**config.mk**
```make
export PLATFORM = sky130hd
export DESIGN_NAME = imem_loader_flat
export DESIGN_NICKNAME = d
export VERILOG_FILES = /design/src/rtl/imem_loader_pkg.sv /design/src/rtl/imem_loader_if.sv /design/src/rtl/imem_loader_word_assembler.sv /design/src/rtl/imem_loader.sv /design/src/flat_wrapper.sv
export SDC_FILE = /design/constraint.sdc
export NUM_CORES = 1
export LEC_CHECK = 0
export CAP_MARGIN = 20
export CORE_MARGIN = 1.5
export CORE_UTILIZATION = 50
export CTS_BUF_LIST = sky130_fd_sc_hd__clkbuf_2 sky130_fd_sc_hd__clkbuf_4 sky130_fd_sc_hd__clkbuf_8
export CTS_CLUSTER_DIAMETER = 50
export DETAILED_ROUTE_END_ITERATION = 12
export GPL_TIMING_DRIVEN = 0
export PLACE_DENSITY_LB_ADDON = 0.08
export SYNTH_ARGS = -nofsm -noshare
export SYNTH_HDL_FRONTEND = slang
export SYNTH_SLANG_ARGS = --single-unit
export TNS_END_PERCENT = 10
```
**constraint.sdc**
```tcl
create_clock -name clk -period 7.2 [get_ports clk]
set_clock_uncertainty 0.2 [all_clocks]
set_input_delay 0.72 -clock clk [delete_from_list [all_inputs] [get_ports clk]]
set_output_delay 0.72 -clock clk [all_outputs]
set_load 0.01 [all_outputs]
```
**src/rtl/imem_loader_pkg.sv**
```systemverilog
// Shared types and constants for the instruction-memory loader.
// Imported by the loader top and its word assembler.
package imem_loader_pkg;

  typedef enum logic [1:0] {
    IDLE = 2'd0,
    LOAD = 2'd1,
    DONE = 2'd2
  } state_t;

  localparam logic [31:0] IMEM_HALT_WORD = 32'hFFFF_FFFF;
  localparam int          IMEM_BYTES     = 256;
  localparam int          IMEM_WORDS     = IMEM_BYTES / 4;

  // Byte address of a word index (word-aligned, zero-extended).
  function automatic logic [31:0] word_byte_addr(input logic [29:0] idx);
    return {idx, 2'b00};
  endfunction

endpackage

```
**src/rtl/imem_loader_if.sv**
```systemverilog
// Byte-stream input, instruction-memory write port and status of the loader.
// master = the loader itself, slave = the surrounding debug/memory logic.
interface imem_loader_if #(
  parameter int CNT_W = 7
);
  logic             start;
  logic             rx_valid;
  logic [7:0]       rx_data;
  logic             imem_write_en;
  logic [31:0]      imem_addr_wr;
  logic [31:0]      imem_data;
  logic             busy;
  logic             done;
  logic             overflow;
  logic [CNT_W-1:0] word_count;

  modport master (
    input  start, rx_valid, rx_data,
    output imem_write_en, imem_addr_wr, imem_data, busy, done, overflow, word_count
  );

  modport slave (
    output start, rx_valid, rx_data,
    input  imem_write_en, imem_addr_wr, imem_data, busy, done, overflow, word_count
  );
endinterface

```
**src/rtl/imem_loader_word_assembler.sv**
```systemverilog
// Packs accepted bytes little-endian into 32-bit words; word_ready marks the
// cycle in which the 4th byte is accepted, with word already complete.
module imem_loader_word_assembler (
  input  logic        clk,
  input  logic        reset,
  input  logic        clear,
  input  logic        accept,
  input  logic [7:0]  rx_data,
  output logic [31:0] word,
  output logic        word_ready
);

  logic [1:0]      byte_cnt_r;
  logic [2:0][7:0] lane_r;

  // Byte counter and the three lower byte lanes; the top lane is rx_data itself.
  always_ff @(posedge clk or posedge reset) begin
    if (reset) begin
      byte_cnt_r <= 2'd0;
      lane_r     <= '0;
    end else if (clear) begin
      byte_cnt_r <= 2'd0;
      lane_r     <= '0;
    end else if (accept) begin
      byte_cnt_r <= byte_cnt_r + 2'd1;
      case (byte_cnt_r)
        2'd0:    lane_r[0] <= rx_data;
        2'd1:    lane_r[1] <= rx_data;
        2'd2:    lane_r[2] <= rx_data;
        default: lane_r    <= lane_r;
      endcase
    end
  end

  assign word       = {rx_data, lane_r[2], lane_r[1], lane_r[0]};
  assign word_ready = accept && (byte_cnt_r == 2'd3);

endmodule

```
**src/rtl/imem_loader.sv**
```systemverilog
// Loads a program from a UART byte stream into instruction memory, one
// little-endian word per 4 bytes, stopping on HALT_WORD or a full memory.
module imem_loader
  import imem_loader_pkg::*;
#(
  parameter int          MAX_WORDS = IMEM_WORDS,
  parameter logic [31:0] HALT_WORD = IMEM_HALT_WORD
) (
  input  logic        clk,
  input  logic        reset,
  imem_loader_if.master bus
);

  localparam int CNT_W = $clog2(MAX_WORDS) + 1;

  state_t           state_r;
  state_t           state_s;
  logic             write_en_r;
  logic [31:0]      addr_r;
  logic [31:0]      data_r;
  logic [CNT_W-1:0] word_count_r;
  logic             overflow_r;

  logic             accept_s;
  logic             term_s;
  logic             clear_s;
  logic             word_ready_s;
  logic             write_s;
  logic [31:0]      word_s;

  // start always wins over a byte arriving in the same cycle.
  assign accept_s = (state_r == LOAD) && bus.rx_valid && !bus.start;
  assign term_s   = (state_r == LOAD) && write_en_r && !bus.start &&
                    ((data_r == HALT_WORD) || (word_count_r == CNT_W'(MAX_WORDS)));
  assign clear_s  = bus.start || term_s;
  assign write_s  = word_ready_s && !term_s;

  imem_loader_word_assembler u_asm (
    .clk        (clk),
    .reset      (reset),
    .clear      (clear_s),
    .accept     (accept_s),
    .rx_data    (bus.rx_data),
    .word       (word_s),
    .word_ready (word_ready_s)
  );

  // State register.
  always_ff @(posedge clk or posedge reset) begin
    if (reset) begin
      state_r <= IDLE;
    end else begin
      state_r <= state_s;
    end
  end

  // Next-state logic.
  always_comb begin
    state_s = state_r;
    case (state_r)
      IDLE: begin
        if (bus.start) state_s = LOAD;
        else           state_s = IDLE;
      end
      LOAD: begin
        if (bus.start)   state_s = LOAD;
        else if (term_s) state_s = DONE;
        else             state_s = LOAD;
      end
      DONE: begin
        if (bus.start) state_s = LOAD;
        else           state_s = DONE;
      end
      default: state_s = IDLE;
    endcase
  end

  // Write port, word counter and overflow flag.
  always_ff @(posedge clk or posedge reset) begin
    if (reset) begin
      write_en_r   <= 1'b0;
      addr_r       <= 32'd0;
      data_r       <= 32'd0;
      word_count_r <= '0;
      overflow_r   <= 1'b0;
    end else begin
      write_en_r <= write_s;
      if (write_s) begin
        data_r       <= word_s;
        addr_r       <= word_byte_addr(30'(word_count_r));
        word_count_r <= word_count_r + CNT_W'(1);
      end else if (bus.start) begin
        // A write already in flight completes this cycle; the address resets after it.
        addr_r       <= 32'd0;
        word_count_r <= '0;
      end
      if (bus.start) begin
        overflow_r <= 1'b0;
      end else if (term_s && (data_r != HALT_WORD)) begin
        overflow_r <= 1'b1;
      end
    end
  end

  assign bus.imem_write_en = write_en_r;
  assign bus.imem_addr_wr  = addr_r;
  assign bus.imem_data     = data_r;
  assign bus.word_count    = word_count_r;
  assign bus.overflow      = overflow_r;
  assign bus.busy          = (state_r == LOAD);
  assign bus.done          = (state_r == DONE);

endmodule
```
**src/flat_wrapper.sv**
```systemverilog
// flat-port wrapper written by rule: the top's interface ports become plain ports
module imem_loader_flat import imem_loader_pkg::*;
#(
  parameter int          MAX_WORDS = IMEM_WORDS,
  parameter logic [31:0] HALT_WORD = IMEM_HALT_WORD
)
  (clk, reset, bus_start, bus_rx_valid, bus_rx_data, bus_imem_write_en, bus_imem_addr_wr, bus_imem_data, bus_busy, bus_done, bus_overflow, bus_word_count);
  imem_loader_if bus_i ();
  input  logic clk;
  input  logic reset;
  input wire logic [$bits(bus_i.start)-1:0] bus_start;
  input wire logic [$bits(bus_i.rx_valid)-1:0] bus_rx_valid;
  input wire logic [$bits(bus_i.rx_data)-1:0] bus_rx_data;
  output wire logic [$bits(bus_i.imem_write_en)-1:0] bus_imem_write_en;
  output wire logic [$bits(bus_i.imem_addr_wr)-1:0] bus_imem_addr_wr;
  output wire logic [$bits(bus_i.imem_data)-1:0] bus_imem_data;
  output wire logic [$bits(bus_i.busy)-1:0] bus_busy;
  output wire logic [$bits(bus_i.done)-1:0] bus_done;
  output wire logic [$bits(bus_i.overflow)-1:0] bus_overflow;
  output wire logic [$bits(bus_i.word_count)-1:0] bus_word_count;
  assign bus_i.start = bus_start;
  assign bus_i.rx_valid = bus_rx_valid;
  assign bus_i.rx_data = bus_rx_data;
  assign bus_imem_write_en = bus_i.imem_write_en;
  assign bus_imem_addr_wr = bus_i.imem_addr_wr;
  assign bus_imem_data = bus_i.imem_data;
  assign bus_busy = bus_i.busy;
  assign bus_done = bus_i.done;
  assign bus_overflow = bus_i.overflow;
  assign bus_word_count = bus_i.word_count;
  imem_loader #(.MAX_WORDS(MAX_WORDS), .HALT_WORD(HALT_WORD)) u_core (.clk(clk), .reset(reset), .bus(bus_i));
endmodule
```
== Word level (Yosys, flattened, before mapping) ==
Index checks and enable logic that the tools add are counted.

* Flip-flop bits (word level): 101
* Bits of input ports: 12
* Output and inout bits: 75
* Word-level logic and storage cells: 61

* Add/subtract/negate cells: 2
* Equal/unequal tests: 8
* Multiplexer cells: 18
* Reduce and logical (&&, ||, !) cells: 23

{| class="wikitable"
|+ Operators by type and width
! operator !! count
|-
| two-way mux 32 bit || 2
|-
| two-way mux 24 bit || 2
|-
| == test 32 bit (second input constant) || 1
|-
| != test 32 bit (second input constant) || 1
|-
| two-way mux 8 bit || 3
|-
| two-way mux 7 bit || 2
|-
| nonzero test 2 bit || 6
|-
| two-way mux 2 bit || 5
|-
| logical AND 1 bit || 8
|-
| adder 7 x 1 -> 7 bit (second input constant) || 1
|-
| == test 7 bit (second input constant) || 1
|-
| == test 2 bit (second input constant) || 3
|-
| one-hot mux 2 bit (3 select lines) || 1
|-
| AND reduction 2 bit || 3
|-
| == test 2 x 1 -> 1 bit (second input constant) || 2
|-
| zero test 2 bit || 2
|-
| two-way mux 1 bit || 3
|-
| adder 2 x 1 -> 2 bit (second input constant) || 1
|-
| zero test 1 bit || 2
|-
| logical OR 1 bit || 2
|}

== Depth between registers and ports, before layout ==
Gate-level depths: netlist of run 1.

* Depth in word-level cells: 7
* Mapped depth: 9
* Mapped depth without buffers: 6

== By module ==
A second synthesis of run 1 with hierarchy kept.

* Cell total of the unflattened synthesis: 318
* Area total of the unflattened synthesis: 3,758.6 um^2

{| class="wikitable"
|+ By module, submodules not included
! module !! times used !! cells each !! area each (um^2) !! seq. area each (um^2)
|-
| imem_loader || 1 || 205 || 2,436.1 || 1,251.2
|-
| imem_loader_word_assembler || 1 || 113 || 1,322.5 || 650.6
|}

== Worst setup path before layout of run 1 ==
OpenSTA, ideal clock, no wires.

* Path type: reg-to-reg
* Start point: register u_core.word_count_r[0], in the netlist u_core.bus.word_count[0]
* End point: register u_core.data_r[10], in the netlist u_core.bus.imem_data[10]
* Library setup time: 0.125 ns
* Data arrival time: 1.980 ns
* Data required time: 6.875 ns
* Path slack: 4.895 ns
* Cell stages (with the launch flop): 9
* Buffers on the path: 2
* Period minus slack after synthesis: 2.305 ns
* Cells stage by stage: dfrtp_1 -> inv_1 -> ha_1 -> a32oi_2 -> nor2_2 -> or3_1 -> buf_6 -> buf_12 -> mux2_4

* Longest elaborated chain between the ends: 5

{| class="wikitable"
|+ RTL lines
! element !! RTL line !! source
|-
| start, declared || imem_loader.sv:21 || <nowiki>logic [CNT_W-1:0] word_count_r;</nowiki>
|-
| start signal, assigned || imem_loader.sv:91 || <nowiki>word_count_r <= word_count_r + CNT_W'(1);</nowiki>
|-
| == test 7 bit || imem_loader.sv:34 || <nowiki>((data_r == HALT_WORD) || (word_count_r == CNT_W'(MAX_WORDS)));</nowiki>
|-
| logical OR 1 bit || imem_loader.sv:34 ||
|-
| logical AND 1 bit || imem_loader.sv:33 || <nowiki>assign term_s = (state_r == LOAD) && write_en_r && !bus.start &&</nowiki>
|-
| zero test 1 bit || imem_loader.sv:36 || <nowiki>assign write_s = word_ready_s && !term_s;</nowiki>
|-
| logical AND 1 bit || imem_loader.sv:36 ||
|-
| end signal, assigned || imem_loader.sv:89 || <nowiki>data_r <= word_s;</nowiki>
|-
| end, declared || imem_loader.sv:20 || <nowiki>logic [31:0] data_r;</nowiki>
|}

No other way between the ends.
A chain may end at the register's enable or synchronous reset.

== Worst setup path after layout of run 1 ==
* Start point: register u_core.data_r[1], in the netlist u_core.bus.imem_data[1]
* End point: register u_core.data_r[21], in the netlist u_core.bus.imem_data[21]

* Longest elaborated chain between the ends: 5

{| class="wikitable"
|+ RTL lines
! element !! RTL line
|-
| == test 32 bit || imem_loader.sv:34
|-
| logical OR 1 bit || imem_loader.sv:34
|-
| logical AND 1 bit || imem_loader.sv:33
|-
| zero test 1 bit || imem_loader.sv:36
|-
| logical AND 1 bit || imem_loader.sv:36
|}

No other way between the ends.

==> results.yml, run 1 <==
place:
  place_area_um2: 4450
  gp_congestion: 0.832
  hpwl_mm: 5.37
  port_buffers: 61
sta:
  hold_viol: 0
  rsz0062_at_grt: "false"
  relSlewSlack: 0.557
  fmax_ghz: 0.384
  slew_violations: 0
  fin_crit_ns: 2.60
  worst_pin_slew_ns: 0.659
  holdWs_ns: 0.309
  timing.final.crit_share: 0.362
  fin_tns_setup_ns: 0
  finalSetupViolCount: 0
synth:
  yosysSeqAreaShare: 0.529
  synth_top_area_share: 0.529
  syn_inst: 313
  synth-async-reset-ratio: 1.00
  synth-edff-count: 0
  synth_area_um2: 3600
  yosys.cell_types.count: 35
  yosys-top-cells-area: "dfrtp_1, mux2_4, nand2_1"
  yosysWarnings: 0
  synth_top_area_cell: "dfrtp_1"
  syn_avg_cell_area_um2: 11.5
  yosys_most_used_dff: "dfrtp_1"
  synth-seq-cells: 76
routing:
  dr.pass1.iters: 4
  wl_per_cell_um: 14.8
  post-route-drc-count: 0
  antenna_left: 0
  wl_met3_um: 306
  drt_iter0_drc: 120
  drt-met1-wl_mm: 3.51
  num_vias: 2513
  wl_met2_mm: 3.67
  viasPerCell: 4.92
  wirelength_mm: 7.57
  maxUsedRoutingLayer: "met4"
worst_setup_path:
  cp.required_ns: 7.25
  crit_arrival_ns: 2.65
  cp-end-kind: "register"
  critPathLaunch: "u_core.bus.imem_data[1]$_DFFE_PP0P_"
  worst_path_max_delay_cell: "nor4_1"
  reg2reg_depth: 8
  path_max_fanout: 10
  critPathMaxStageDelay_ns: 0.61
  r2r_start: "u_core.bus.imem_data[1]$_DFFE_PP0P_"
  cp-start-kind: "register"
  path_class: "reg2reg"
  worstPathCellList: "nand4_1, nor4_1, a32oi_2, nor2_2, or3_1, buf_6, buf_12, mux2_4"
  r2r_end: "u_core.bus.imem_data[21]$_DFFE_PP0P_"
  rrSetupSlack_ns: 4.60
finish:
  regArea_um2: 1900
  final_area_um2: 4640
  multiInputGateArea_um2: 1430
  area_growth_pct: 28.9
  n_antenna_cell: 0
  finish.utilization: 0.675
  fillers: 530
  nNetsFinal: 428
  layout-drive-gt1-share: 0.219
pwr:
  peakVddDrop_uv: 136
  powerDensity_nw_per_um2: 193
  fin_total_pwr_uw: 895
  p_leak_nw: 2.27
worst_hold_path:
  worstHoldStart: "u_core.u_asm.word[15]$_DFFE_PP0P_"
  hold_class: "reg2reg"
  hold_path_depth: 1
  holdPathEnd: "u_core.bus.imem_data[15]$_DFFE_PP0P_"
clock_network:
  cts_setup_buffers: 0
  post_cts_resized: 0
  cts.htree.levels: 3
  clock_sinks: 76
  cts_tree: "yes"
  cts_root_buffer: "clkbuf_8"
  cts.clk_slew.worst_paths_ns: 0.09
  cts_buffers: 9
  clockBufferDepth: 2
  clk_latency_ns: 0.36
  cts_hold_buf: 0
floorplanning:
  io_pins: 87
  start_util: 0.524
  num_rows: 30
  die_w_um: 87.8
  dieArea_um2: 7710
  fp.coreArea_um2: 6870
  die_h_um: 87.8
status:
  status: "finished clean"
global_route:
  grt_pass1_vias: 2449
  grt_first_pass_wirelength_mm: 12.3
  grt.total_usage: 0.213
  antenna_found_initial: 0
  grt_max_degree: 73
  gr-total-overflow: 0
run:
  cap_violations: 0
==> logic make-up (layout without fill, tap and decap cells) <==
family          after synthesis  in the layout  share of synthesized area
xor+xnor                      2              2                    0.00487
other cells                   1             25                    0.00104
simple gates                 97             97                      0.121
buf+inv                      49            127                      0.100
fa+ha+maj                     6              6                     0.0209
flops                        76             76                      0.529
mux                          40             40                      0.153
compound gates               42             42                     0.0703
==> flip-flops by register name, indices dropped and copies added, names as in the netlist <==
register,cells
u_core.bus.overflow,1
u_core.bus.imem_data,32
u_core.bus.imem_write_en,1
u_core.u_asm.byte_cnt_r,2
u_core.state_r,2
u_core.u_asm.word,24
u_core.bus.word_count,7
u_core.bus.imem_addr_wr,7
==> worst max path at each step <==
stage / slack (ns) / cells after the start / endpoint
floorplan: 4.34 / 1 / u_core.bus.imem_addr_wr[2]$_DFFE_PP0P_
global placement: 3.15 / 2 / u_core.state_r[1]$_DFF_PP0_
detailed placement: 4.36 / 8 / u_core.bus.imem_data[0]$_DFFE_PP0P_
CTS: 4.53 / 8 / u_core.bus.imem_data[0]$_DFFE_PP0P_
global route: 4.41 / 7 / u_core.bus.imem_addr_wr[5]$_DFFE_PP0P_
finish: 4.60 / 8 / u_core.bus.imem_data[21]$_DFFE_PP0P_
==> synth_stat cells, types with 2 or more instances <==
cell type  count
xnor2_1        2
mux2_4        29
or3_1          5
clkbuf_1       2
buf_4         25
o21ai_0        4
buf_6          4
nor4_1         3
a21oi_1       32
buf_2          3
buf_12         3
nor2_1        14
buf_1          3
mux2i_1        8
inv_1          9
and3_1         3
nand3_1        3
dfrtp_1       76
mux2_2         3
ha_1           6
nand2_1       55
nand4_1        8
==> layout by cell type (no fill, tap or decap), drive strengths merged, types with 3 or more instances in the layout <==
master,instances
conb,25
nand2,55
nand3,3
nor4,3
nor2,15
o21ai,4
mux2,32
a21oi,32
clkdlybuf4s50,61
ha,6
or3,6
mux2i,8
buf,39
clkbuf,11
nand4,8
dfrtp,76
and3,3
inv,13
==> final cells by class <==
type / count / share of cell area
Sequential cell: 76 / 0.410
Multi-Input combinational cell: 212 / 0.307
Timing Repair Buffer: 62 / 0.138
Buffer: 40 / 0.0704
Clock buffer: 9 / 0.0267
Tap cell: 96 / 0.0259
Clock inverter: 7 / 0.0140
Inverter: 9 / 0.00783
==> power by group <==
group          switching [mW]  internal [mW]
clock                   0.178          0.133
sequential             0.0166          0.447
combinational          0.0566         0.0637
==> per-layer routing <==
| layer | GRT usage | vias up |
|---|---|---|
| met1 | 0.292 | 1237 |
| met4 | 0.0736 | 0 |
| li1 | - | 1206 |
| met5 | 0 | - |
| met2 | 0.336 | 61 |
| met3 | 0.0490 | 9 |
==> critical path, delay by kind of cell, from the launching register on <==
kind	cells	cell delay, ns
buffers and inverters	2	0.32
AND/OR/NAND/NOR	4	1.08
flip-flops	1	0.41
multiplexers	1	0.30
AO/OA/AOI/OAI	1	0.18
==> through the flow <==
stage	setup slack [ns]	instances
3_3_place_gp	3.15	494
5_1_grt	4.41	511
3_5_place_dp	4.36	495
2_1_floorplan	4.34	337
4_1_cts	4.53	511
6_report	4.60	511
Power figures use the tool's default switching activity.
==> run 2, diff against run 1 <==
==> constraint.sdc (replaced) <==
create_clock -name clk -period 2.7 [get_ports clk]
set_clock_uncertainty 0.2 [all_clocks]
set_input_delay 0.27 -clock clk [delete_from_list [all_inputs] [get_ports clk]]
set_output_delay 0.27 -clock clk [all_outputs]
set_load 0.01 [all_outputs]
==> results.yml, run 2 (same netlist as run 1, synthesis figures left out) <==
routing:
  post-route-drc-count: 0
  wirelength_mm: 7.62
  wl_per_cell_um: 14.9
  viasPerCell: 4.91
  num_vias: 2512
  antenna_left: 0
  drt_iter0_drc: 125
  dr.pass1.iters: 4
global_route:
  grt_pass1_vias: 2455
  grt_util_met1: 0.292
  gr-total-overflow: 0
  grt.busiest_layer: "met2"
  grt_first_pass_wirelength_mm: 12.3
  grt_max_degree: 73
  met3_usage: 0.0490
  grt.total_usage: 0.214
  met2_usage: 0.337
  antenna_found_initial: 0
worst_setup_path:
  rrSetupSlack_ns: 0.14
  cp.required_ns: 2.75
  cp-start-kind: "register"
  cp.depth: 8
  critPathMaxStageDelay_ns: 0.59
  crit_arrival_ns: 2.61
  worst_path_max_delay_cell: "nor4_1"
  cp_num_buf_inv: 2
  path_max_fanout: 10
  worstPathCellList: "nand4_1, nor4_1, a32oi_2, nor2_2, or3_1, buf_6, buf_12, mux2_4"
  cp-end-kind: "register"
  reg2reg_depth: 8
  crit_family: "simple AND/OR/NAND/NOR gates"
  path_class: "reg2reg"
place:
  port_buffers: 61
  hpwl_mm: 5.37
  pre_cts_slack_ns: 0.0497
  gp_congestion: 0.832
clock_network:
  cts_buffers: 9
  clk_latency_ns: 0.36
  clockBufferDepth: 2
  clock_sinks: 76
  cts.clk_slew.worst_paths_ns: 0.09
  cts_root_buffer: "clkbuf_8"
  cts_tree: "yes"
  cts.htree.levels: 3
floorplanning:
  start_util: 0.524
  dieArea_um2: 7710
  io_pins: 87
  fp.coreArea_um2: 6870
  die_h_um: 87.8
  die_w_um: 87.8
  num_rows: 30
finish:
  n_antenna_cell: 0
  finish.utilization: 0.677
  nNetsFinal: 429
  area_growth_pct: 29.4
  multiInputGateArea_um2: 1430
  fillers: 529
  layout_commonest_cell: "dfrtp_1"
  layout-drive-gt1-share: 0.221
  regArea_um2: 1900
  largest_reg_flops: 32
  mostFrequentLayoutCells: "dfrtp_1, clkdlybuf4s50_1, nand2_1, a21oi_1, mux2_4"
sta:
  finalSetupViolCount: 0
  fin_crit_ns: 2.56
  worst_pin_slew_ns: 0.616
  relSlewSlack: 0.585
  holdWs_ns: 0.310
  fin_ws_ns: 0.138
  rsz0062_at_grt: "false"
  hold_viol: 0
  timing.final.crit_share: 0.949
  slew_violations: 0
  fmax_ghz: 0.390
pwr:
  clock_power_share: 0.349
  swShare: 0.282
  pwr-share-seq: 0.517
  p_switching_uw: 674
  internal-power_mw: 1.72
  power_frac_comb: 0.135
  peakVddDrop_uv: 362
  p_leak_nw: 2.27
  powerDensity_nw_per_um2: 514
run:
  cap_violations: 0
worst_hold_path:
  hold_path_depth: 2
  hold_class: "reg2reg"
status:
  status: "finished clean"
[run 2: changes by cell type in the layout (fill, tap and decap cells not counted)]
cell | before | now
nor4_1 | 3 | 2
nor4_2 | 0 | 1
dlygate4sd3_1 | 0 | 1
[run 2: power groups by stage]
stage                     combinational, mW  sequential [mW]  clock (mW)
after CTS                             0.323             1.24       0.845
after detailed placement              0.321             1.26           0
after global routing                  0.353             1.24       0.887
after floorplan                       0.173             1.26           0
after global placement                0.310             1.26           0
final                                 0.322             1.24       0.834
[run 2: layout make-up]
cell class,count,share of cell area
clock buffer,9,0.0266
tap,96,0.0258
multi-input combinational,212,0.308
sequential,76,0.409
timing repair buffer,63,0.139
inverter,9,0.00780
buffer,40,0.0702
clock inverter,7,0.0140
[run 2: what timing repair did]
item | 4_1_cts | 5_1_grt
resized for setup | 0 | 1
setup endpoints to repair | 0 | 59
hold buffers | 1 | 0
buffers inserted | 0 | 0
endpoints found under the hold margin | 4 | 0
[run 2: metrics by stage]
step	instances	TNS, ns	total power, mW	instance area, um^2
detailed placement	495	0	1.58	4450
global placement	494	-67.82	1.57	4420
global route	512	0	2.48	4650
finish	512	0	2.39	4650
CTS	512	0	2.40	4650
floorplan	337	0	1.44	3690
[run 2: worst register-to-register path: cells and delay by family, from the launching register on]
family,cells,cell delay (ns)
AND/OR/NAND/NOR,4,1.05
flip-flops,1,0.41
buffers and inverters,2,0.32
multiplexers,1,0.31
AO/OA/AOI/OAI,1,0.17
[run 2: final timing paths]
path	startpoint	endpoint
max reg2reg	u_core.bus.imem_data[21]$_DFFE_PP0P_	u_core.bus.imem_data[0]$_DFFE_PP0P_
min reg2reg	u_core.bus.overflow$_DFFE_PP0P_	u_core.bus.overflow$_DFFE_PP0P_
min	u_core.bus.overflow$_DFFE_PP0P_	u_core.bus.overflow$_DFFE_PP0P_
min in group asynchronous	reset	u_core.bus.imem_data[2]$_DFFE_PP0P_
max	u_core.bus.imem_data[21]$_DFFE_PP0P_	u_core.bus.imem_data[0]$_DFFE_PP0P_
max in group asynchronous	reset	u_core.u_asm.word[8]$_DFFE_PP0P_
[run 2: metal layers]
metal  wire, um  vias to the layer above
li1           -                     1209
met1       3590                     1229
met2       3630                       65
met3        326                        9
met4         80                        0
met5          0                        -
